### config.mk
export PLATFORM = sky130hd
export DESIGN_NAME = branch_predictor
export DESIGN_NICKNAME = d
export VERILOG_FILES = /design/src/rtl/branch_predictor_pkg.sv /design/src/rtl/branch_predictor_sat_counter_table.sv /design/src/rtl/branch_predictor.sv
export SDC_FILE = /design/constraint.sdc
export NUM_CORES = 2
export LEC_CHECK = 0
export CAP_MARGIN = 5
export CORE_UTILIZATION = 35
export CTS_BUF_LIST = sky130_fd_sc_hd__clkbuf_4 sky130_fd_sc_hd__clkbuf_8
export DETAILED_ROUTE_END_ITERATION = 16
export PLACE_DENSITY = 0.53
export SYNTH_ARGS = -nofsm -noshare
export SYNTH_HDL_FRONTEND = slang
export SYNTH_SLANG_ARGS = --single-unit
### constraint.sdc
create_clock -name clock -period 5.6 [get_ports clock]
set_clock_uncertainty 0.2 [all_clocks]
set_input_delay 1.12 -clock clock [delete_from_list [all_inputs] [get_ports clock]]
set_output_delay 1.12 -clock clock [all_outputs]
set_load 0.01 [all_outputs]
### src/rtl/branch_predictor_pkg.sv
// Shared definitions for the fetch-stage branch predictor: opcode constants,
// the core reset PC and the BTB entry layout.
package branch_predictor_pkg;

  // Widest address the BTB entry layout is sized for; narrower XLEN values are zero-extended.
  localparam int unsigned PKG_XLEN = 32;

  localparam logic [6:0] OP_BRANCH = 7'b1100011;
  localparam logic [6:0] OP_JAL    = 7'b1101111;
  localparam logic [6:0] OP_JALR   = 7'b1100111;

  localparam logic [31:0] RESET_PC = 32'h0100_0000;

  // Tag is stored zero-extended, so the unused upper bits stay constant zero.
  typedef struct packed {
    logic                valid;
    logic [PKG_XLEN-1:0] tag;
    logic [PKG_XLEN-1:0] target;
    logic                is_jump;
  } btb_entry_t;

endpackage

### src/rtl/branch_predictor_sat_counter_table.sv
// Pattern history table: DEPTH saturating counters of CTR_BITS each, one
// combinational read port for fetch and one write port for resolve.
module sat_counter_table #(
  parameter int unsigned DEPTH    = 64,
  parameter int unsigned CTR_BITS = 2
) (
  input  logic                     clock,
  input  logic                     reset,
  input  logic [$clog2(DEPTH)-1:0] rd_idx,
  output logic [CTR_BITS-1:0]      rd_ctr,
  input  logic                     wr_en,
  input  logic [$clog2(DEPTH)-1:0] wr_idx,
  input  logic                     wr_up
);

  // Weakly not-taken: 2^(CTR_BITS-1)-1, which is 0 for a 1-bit counter.
  localparam logic [CTR_BITS-1:0] CTR_INIT = CTR_BITS'((32'd1 << (CTR_BITS - 1)) - 32'd1);
  localparam logic [CTR_BITS-1:0] CTR_MAX  = {CTR_BITS{1'b1}};
  localparam logic [CTR_BITS-1:0] CTR_MIN  = {CTR_BITS{1'b0}};

  logic [CTR_BITS-1:0] ctr_q [DEPTH];
  logic [CTR_BITS-1:0] ctr_d [DEPTH];

  // One saturating step towards taken (up) or not-taken.
  function automatic logic [CTR_BITS-1:0] sat_step(input logic [CTR_BITS-1:0] c, input logic up);
    logic [CTR_BITS-1:0] r;
    r = c;
    if (up) begin
      if (c != CTR_MAX) r = c + CTR_BITS'(1);
      else              r = c;
    end else begin
      if (c != CTR_MIN) r = c - CTR_BITS'(1);
      else              r = c;
    end
    return r;
  endfunction

  // Fetch read sees the pre-update contents; there is no write-to-read bypass.
  always_comb begin
    rd_ctr = ctr_q[rd_idx];
  end

  // Next-state: only the addressed counter moves on a resolve.
  always_comb begin
    ctr_d = ctr_q;
    if (wr_en) begin
      ctr_d[wr_idx] = sat_step(ctr_q[wr_idx], wr_up);
    end else begin
      ctr_d = ctr_q;
    end
  end

  // Counter storage with synchronous active-low reset to weakly not-taken.
  always_ff @(posedge clock) begin
    if (!reset) begin
      for (int i = 0; i < int'(DEPTH); i++) begin
        ctr_q[i] <= CTR_INIT;
      end
    end else begin
      ctr_q <= ctr_d;
    end
  end

endmodule

### src/rtl/branch_predictor.sv
// Fetch-stage branch predictor: direct-mapped BTB plus a PHT of saturating
// counters (bimodal or gshare). Fetch looks up combinationally; execute
// resolves, receives the redirect and trains the tables.
module branch_predictor
  import branch_predictor_pkg::*;
#(
  parameter int unsigned XLEN        = 32,
  parameter int unsigned BTB_ENTRIES = 16,
  parameter int unsigned PHT_ENTRIES = 64,
  parameter int unsigned CTR_BITS    = 2,
  parameter int unsigned MODE        = 0,
  parameter int unsigned GHR_BITS    = 6,
  parameter int unsigned STAT_BITS   = 32
) (
  input  logic                 clock,
  input  logic                 reset,
  input  logic                 f_valid,
  input  logic [XLEN-1:0]      f_pc,
  output logic                 f_pred_taken,
  output logic [XLEN-1:0]      f_pred_target,
  input  logic                 u_valid,
  input  logic [XLEN-1:0]      u_pc,
  input  logic                 u_is_cond,
  input  logic                 u_taken,
  input  logic [XLEN-1:0]      u_target,
  input  logic                 u_pred_taken,
  input  logic [XLEN-1:0]      u_pred_target,
  output logic                 redirect,
  output logic [XLEN-1:0]      redirect_pc,
  output logic [STAT_BITS-1:0] perf_branches,
  output logic [STAT_BITS-1:0] perf_mispredicts
);

  localparam int unsigned BTB_IW = $clog2(BTB_ENTRIES);
  localparam int unsigned PHT_IW = $clog2(PHT_ENTRIES);
  localparam int unsigned TAG_W  = XLEN - BTB_IW - 2;

  btb_entry_t btb_q [BTB_ENTRIES];
  btb_entry_t btb_d [BTB_ENTRIES];
  logic [GHR_BITS-1:0]  ghr_q, ghr_d;
  logic [STAT_BITS-1:0] perf_branches_q, perf_branches_d;
  logic [STAT_BITS-1:0] perf_mispredicts_q, perf_mispredicts_d;

  logic [BTB_IW-1:0] f_btb_idx_s, u_btb_idx_s;
  logic [TAG_W-1:0]  f_tag_s, u_tag_s;
  logic [PHT_IW-1:0] f_pht_idx_s, u_pht_idx_s;
  logic [CTR_BITS-1:0] f_ctr_s;
  btb_entry_t        f_entry_s;
  logic              f_hit_s;
  logic              u_taken_eff_s;
  logic              pht_wr_en_s;

  // Low PC bits are always 00 for RV32I; u_pred_taken is carried for diagnostics only.
  logic unused_ok_s;
  assign unused_ok_s = ^{f_pc[1:0], u_pc[1:0], u_pred_taken};

  // Index and tag extraction; gshare folds the committed global history into the PHT index.
  always_comb begin
    f_btb_idx_s = f_pc[BTB_IW+1:2];
    u_btb_idx_s = u_pc[BTB_IW+1:2];
    f_tag_s     = f_pc[XLEN-1:BTB_IW+2];
    u_tag_s     = u_pc[XLEN-1:BTB_IW+2];
    if (MODE == 1) begin
      f_pht_idx_s = f_pc[PHT_IW+1:2] ^ PHT_IW'(ghr_q);
      u_pht_idx_s = u_pc[PHT_IW+1:2] ^ PHT_IW'(ghr_q);
    end else begin
      f_pht_idx_s = f_pc[PHT_IW+1:2];
      u_pht_idx_s = u_pc[PHT_IW+1:2];
    end
  end

  assign pht_wr_en_s = u_valid && u_is_cond;

  sat_counter_table #(
    .DEPTH    (PHT_ENTRIES),
    .CTR_BITS (CTR_BITS)
  ) u_pht (
    .clock  (clock),
    .reset  (reset),
    .rd_idx (f_pht_idx_s),
    .rd_ctr (f_ctr_s),
    .wr_en  (pht_wr_en_s),
    .wr_idx (u_pht_idx_s),
    .wr_up  (u_taken)
  );

  // Zero-latency lookup: jumps always predict taken on a hit, branches follow the counter MSB.
  always_comb begin
    f_entry_s = btb_q[f_btb_idx_s];
    f_hit_s   = f_entry_s.valid && (f_entry_s.tag == PKG_XLEN'(f_tag_s));
    if (f_valid && f_hit_s && (f_entry_s.is_jump || f_ctr_s[CTR_BITS-1])) begin
      f_pred_taken  = 1'b1;
      f_pred_target = XLEN'(f_entry_s.target);
    end else begin
      f_pred_taken  = 1'b0;
      f_pred_target = f_pc + XLEN'(32'd4);
    end
  end

  // Resolve: a mispredict is any disagreement between the real and the carried next PC.
  always_comb begin
    u_taken_eff_s = u_taken || !u_is_cond;
    if (u_taken_eff_s) begin
      redirect_pc = u_target;
    end else begin
      redirect_pc = u_pc + XLEN'(32'd4);
    end
    redirect = u_valid && (redirect_pc != u_pred_target);
  end

  // Next-state for BTB, GHR and saturating performance counters.
  always_comb begin
    btb_d              = btb_q;
    ghr_d              = ghr_q;
    perf_branches_d    = perf_branches_q;
    perf_mispredicts_d = perf_mispredicts_q;
    if (u_valid) begin
      if (u_taken_eff_s) begin
        btb_d[u_btb_idx_s] = '{valid:   1'b1,
                               tag:     PKG_XLEN'(u_tag_s),
                               target:  PKG_XLEN'(u_target),
                               is_jump: !u_is_cond};
      end else begin
        btb_d = btb_q;
      end
      if ((MODE == 1) && u_is_cond) begin
        ghr_d = {ghr_q[GHR_BITS-2:0], u_taken};
      end else begin
        ghr_d = ghr_q;
      end
      if (perf_branches_q != {STAT_BITS{1'b1}}) begin
        perf_branches_d = perf_branches_q + STAT_BITS'(1);
      end else begin
        perf_branches_d = perf_branches_q;
      end
      if (redirect && (perf_mispredicts_q != {STAT_BITS{1'b1}})) begin
        perf_mispredicts_d = perf_mispredicts_q + STAT_BITS'(1);
      end else begin
        perf_mispredicts_d = perf_mispredicts_q;
      end
    end else begin
      btb_d = btb_q;
    end
  end

  // State registers; reset takes priority over a resolve in the same cycle.
  always_ff @(posedge clock) begin
    if (!reset) begin
      for (int i = 0; i < int'(BTB_ENTRIES); i++) begin
        btb_q[i] <= '0;
      end
      ghr_q              <= '0;
      perf_branches_q    <= '0;
      perf_mispredicts_q <= '0;
    end else begin
      btb_q              <= btb_d;
      ghr_q              <= ghr_d;
      perf_branches_q    <= perf_branches_d;
      perf_mispredicts_q <= perf_mispredicts_d;
    end
  end

  assign perf_branches    = perf_branches_q;
  assign perf_mispredicts = perf_mispredicts_q;

endmodule

==> results.toml <==
[power_and_ir_drop]
pwr_density_cell_nw_per_um2 = 286
power.static_leakage_uw = 0.0221
fin_total_pwr_uw = 18600
power.ir.vdd_worst_mv = 0.194

[job]
reported_max_cap_violation_count = 0

[sta]
timing.final.ws_setup_ns = -0.143
timing_hold_violations_final = 0
drv_slew = 0
slew-limit-headroom = 0.233
finalHoldWorstSlack_ns = 0.250
worst_slew_pin_slew_ns = 1.15
final-setup-viol-count = 29
clock.fmax_ghz = 0.174
rsz0062_at_grt = "true"
period_share = 1.03
fin_crit_ns = 5.74

[synth]
ys_dominant_reg_cell = "dfxtp_1"
synthesis.area_um2 = 53200
synthesis.nets = 6445
synth_area_in_simple_gates = 0.205
synthArstFlopShare = 0
synth.top_cells.by_count = "nand2_1 (2071), dfxtp_1 (1152), a21oi_1 (970), clkbuf_1 (525), mux4_2 (328)"
synth.ff_latch_count = 1152
synth-warning-count = 0
synth_xor_area_frac = 0.0241
synth_top_family_by_area = "simple AND/OR/NAND/NOR gates"
yosys.cell_count.top_type = "nand2_1"
synth_largest_area_cell = "dfxtp_1"
synth.area.mux_share = 0.159
postSynthCellCount = 6303
netlist.area_leader.share = 0.433
synth-compound-area-share = 0.128
post_synth_main_area_contributors = "dfxtp_1 (43%), nand2_1 (15%), mux4_2 (14%)"
syn_avg_cell_area_um2 = 8.44
synth_sequential_area_ratio = 0.433
synth_edf_count = 0
adder_and_majority_gate_portion_of_the_synthesized_area = 0.00183
yosysUniqueCellTypes = 76

[worst_setup_path]
crit_type = "primary input to primary output"
cp.arrival_ns = 4.42
startpoint_class_of_the_critical_path = "primary input"
required_ns = 4.28
crit_path_top_delay_cell = "mux4_2"
cp_max_fo = 8
critical_path.max_stage_delay_ns = 0.56
crit_chain = "buf_16 -> buf_16 -> buf_12 -> buf_12 -> mux4_2 -> mux4_2 -> xnor2_2 -> nand4_1 -> nor4_4 -> nand3_4 -> buf_8 -> buf_16 -> buf_12 -> mux2_4 -> buf_6"
endpoint_kind = "primary output"

[final_layout]
area_delta_synth_final_pct = 22.1
final_design_area_no_fill_um2 = 65000
final_net_count = 6705
drive_above_1_share = 0.188
non_filler_cells_final = 8734

[clock_tree]
tritoncts_clock_tree = "yes"
worst_skew_pair.late_latency_ns = 0.94
h-tree-depth = 4
cts_buf_count = 195
clock-sinks = 1152
cts_hold_buffers = 0
cts.root.buffer_cell = "clkbuf_8"
cts_buffer_depth = 3
cts.reportedPaths.clkPinSlew_ns = 0.06

[placed_design]
hpwl_detailed_mm = 132
placement.io_buffers = 263
dpl_cell_area_um2 = 59700
routabilityCongestion = 0.908
placed_cells = 8343

[detailed_routing]
drt_wl_total_mm = 215
remaining_drc_errors = 0
drt_iter0_markers = 5567
detail_route.vias_per_cell = 5.54
antenna_left = 0
drt_pre_antenna_iters = 6
routed_via_count = 48400
wl_per_cell_um = 24.6

[die]
die_width_um = 392
floorplan.rows = 142
floorplan.io_pins = 265
dieArea_um2 = 154000
core-area_um2 = 150000
die_h_um = 392
initial_utilization = 0.354

[grt]
grt_use_total = 0.275
first_pass_grt_wire_length_mm = 313
grt-ovfl-total = 0
initial_antenna_violation_count = 10
grt_max_degree = 134
first_global_vias = 46300

[min_path]
worstHoldPathType = "register to register"

[status]
failed_checks = "negative setup slack"
outcome = "finished with violations"
[what timing repair did]
item / in CTS / in global routing
setup endpoints to repair: 34 / 34
pin swaps: 13 / 19
setup buffers: 22 / 13
gates cloned: 6 / 0
gates resized for setup: 203 / 33
[metal layers]
layer / vias up / part of all wire / track usage
met5: - / 0.00076 / 0
met4: 4 / 0.025 / 0.0741
met3: 340 / 0.095 / 0.0530
met2: 2287 / 0.44 / 0.420
met1: 23700 / 0.44 / 0.393
li1: 22000 / - / -
[sequential cells by signal, indices dropped and copies added, names as in the netlist]
signal            count
perf_branches        32
perf_mispredicts     32
btb_q               960
u_pht.ctr_q         128
[critical path, delay by kind of cell]
| family | cells | cell delay (ns) |
|---|---|---|
| multiplexers | 3 | 1.34 |
| buffers and inverters | 8 | 1.09 |
| AND/OR/NAND/NOR | 3 | 0.65 |
| XOR/XNOR | 1 | 0.18 |
[metrics by stage]
| step | setup TNS [ns] | worst slack, ns | util |
|---|---|---|---|
| 2_1_floorplan | 0 | 0.235 | - |
| 4_1_cts | -2.93 | -0.165 | 0.431 |
| 6_report | -2.15 | -0.143 | 0.432 |
| 3_5_place_dp | -13.98 | -0.442 | 0.397 |
| 3_3_place_gp | -14.07 | -0.454 | 0.397 |
| 5_1_grt | -3.59 | -0.208 | 0.432 |
[logic make-up (layout without fill, tap and decap cells)]
| logic type | Yosys count | count (layout) |
|---|---|---|
| AO/OA/AOI/OAI | 1258 | 1258 |
| XOR/XNOR | 145 | 145 |
| adder cells (fa/ha/maj) | 8 | 8 |
| buffers and inverters | 642 | 1053 |
| flip-flops | 1152 | 1152 |
| multiplexers | 420 | 420 |
| other | 0 | 4 |
| AND/OR/NAND/NOR | 2678 | 2678 |
[power by group]
part | internal, µW | switching, µW
logic | 657 | 1090
registers | 8280 | 42.2
clock network | 4750 | 3780
[final timing paths]
check / start / to / slack (ns) / cells after the start
worst min-delay path: btb_q[901] / btb_q[901] / 0.25 / 2
worst max-delay path: f_pc[2] / f_pred_target[10] / -0.14 / 15
worst max register to register: perf_mispredicts[3] / perf_mispredicts[9] / 1.58 / 10
worst min register to register: btb_q[901] / btb_q[901] / 0.25 / 2
[cell type report]
type	instances	area [µm²]
Antenna cell	4	10.0
Clock buffer	312	3940
Clock inverter	36	529
Fill cell	14800	85300
Inverter	28	113
Multi-Input combinational cell	4509	28000
Sequential cell	1152	23100
Tap cell	2016	2520
Timing Repair Buffer	677	6830
[cell usage in the layout (no fill, tap or decap), types with 10 or more instances in the layout]
cell             count
and3_1              24
mux2_4              29
mux2_2              10
clkdlybuf4s50_1    211
xnor2_2             16
nand2_1           2052
a211oi_1            88
or3_1               14
buf_4              330
xor2_1              57
nor2_1             255
clkbuf_8           256
inv_1               25
o31ai_1             13
a221oi_1            14
clkinv_2            16
and2_4              16
nand2b_1            19
and2_1              16
xnor2_1             71
o22ai_1             10
mux2i_1             47
dfxtp_1           1152
buf_12              67
buf_6               35
mux4_2             328
nand3_1            119
nor3_1              16
nand4_1             42
or4_1               12
clkbuf_4            56
nand2_4             16
o21ai_0            109
a21oi_1            969
(Power assumes the default switching activity.)
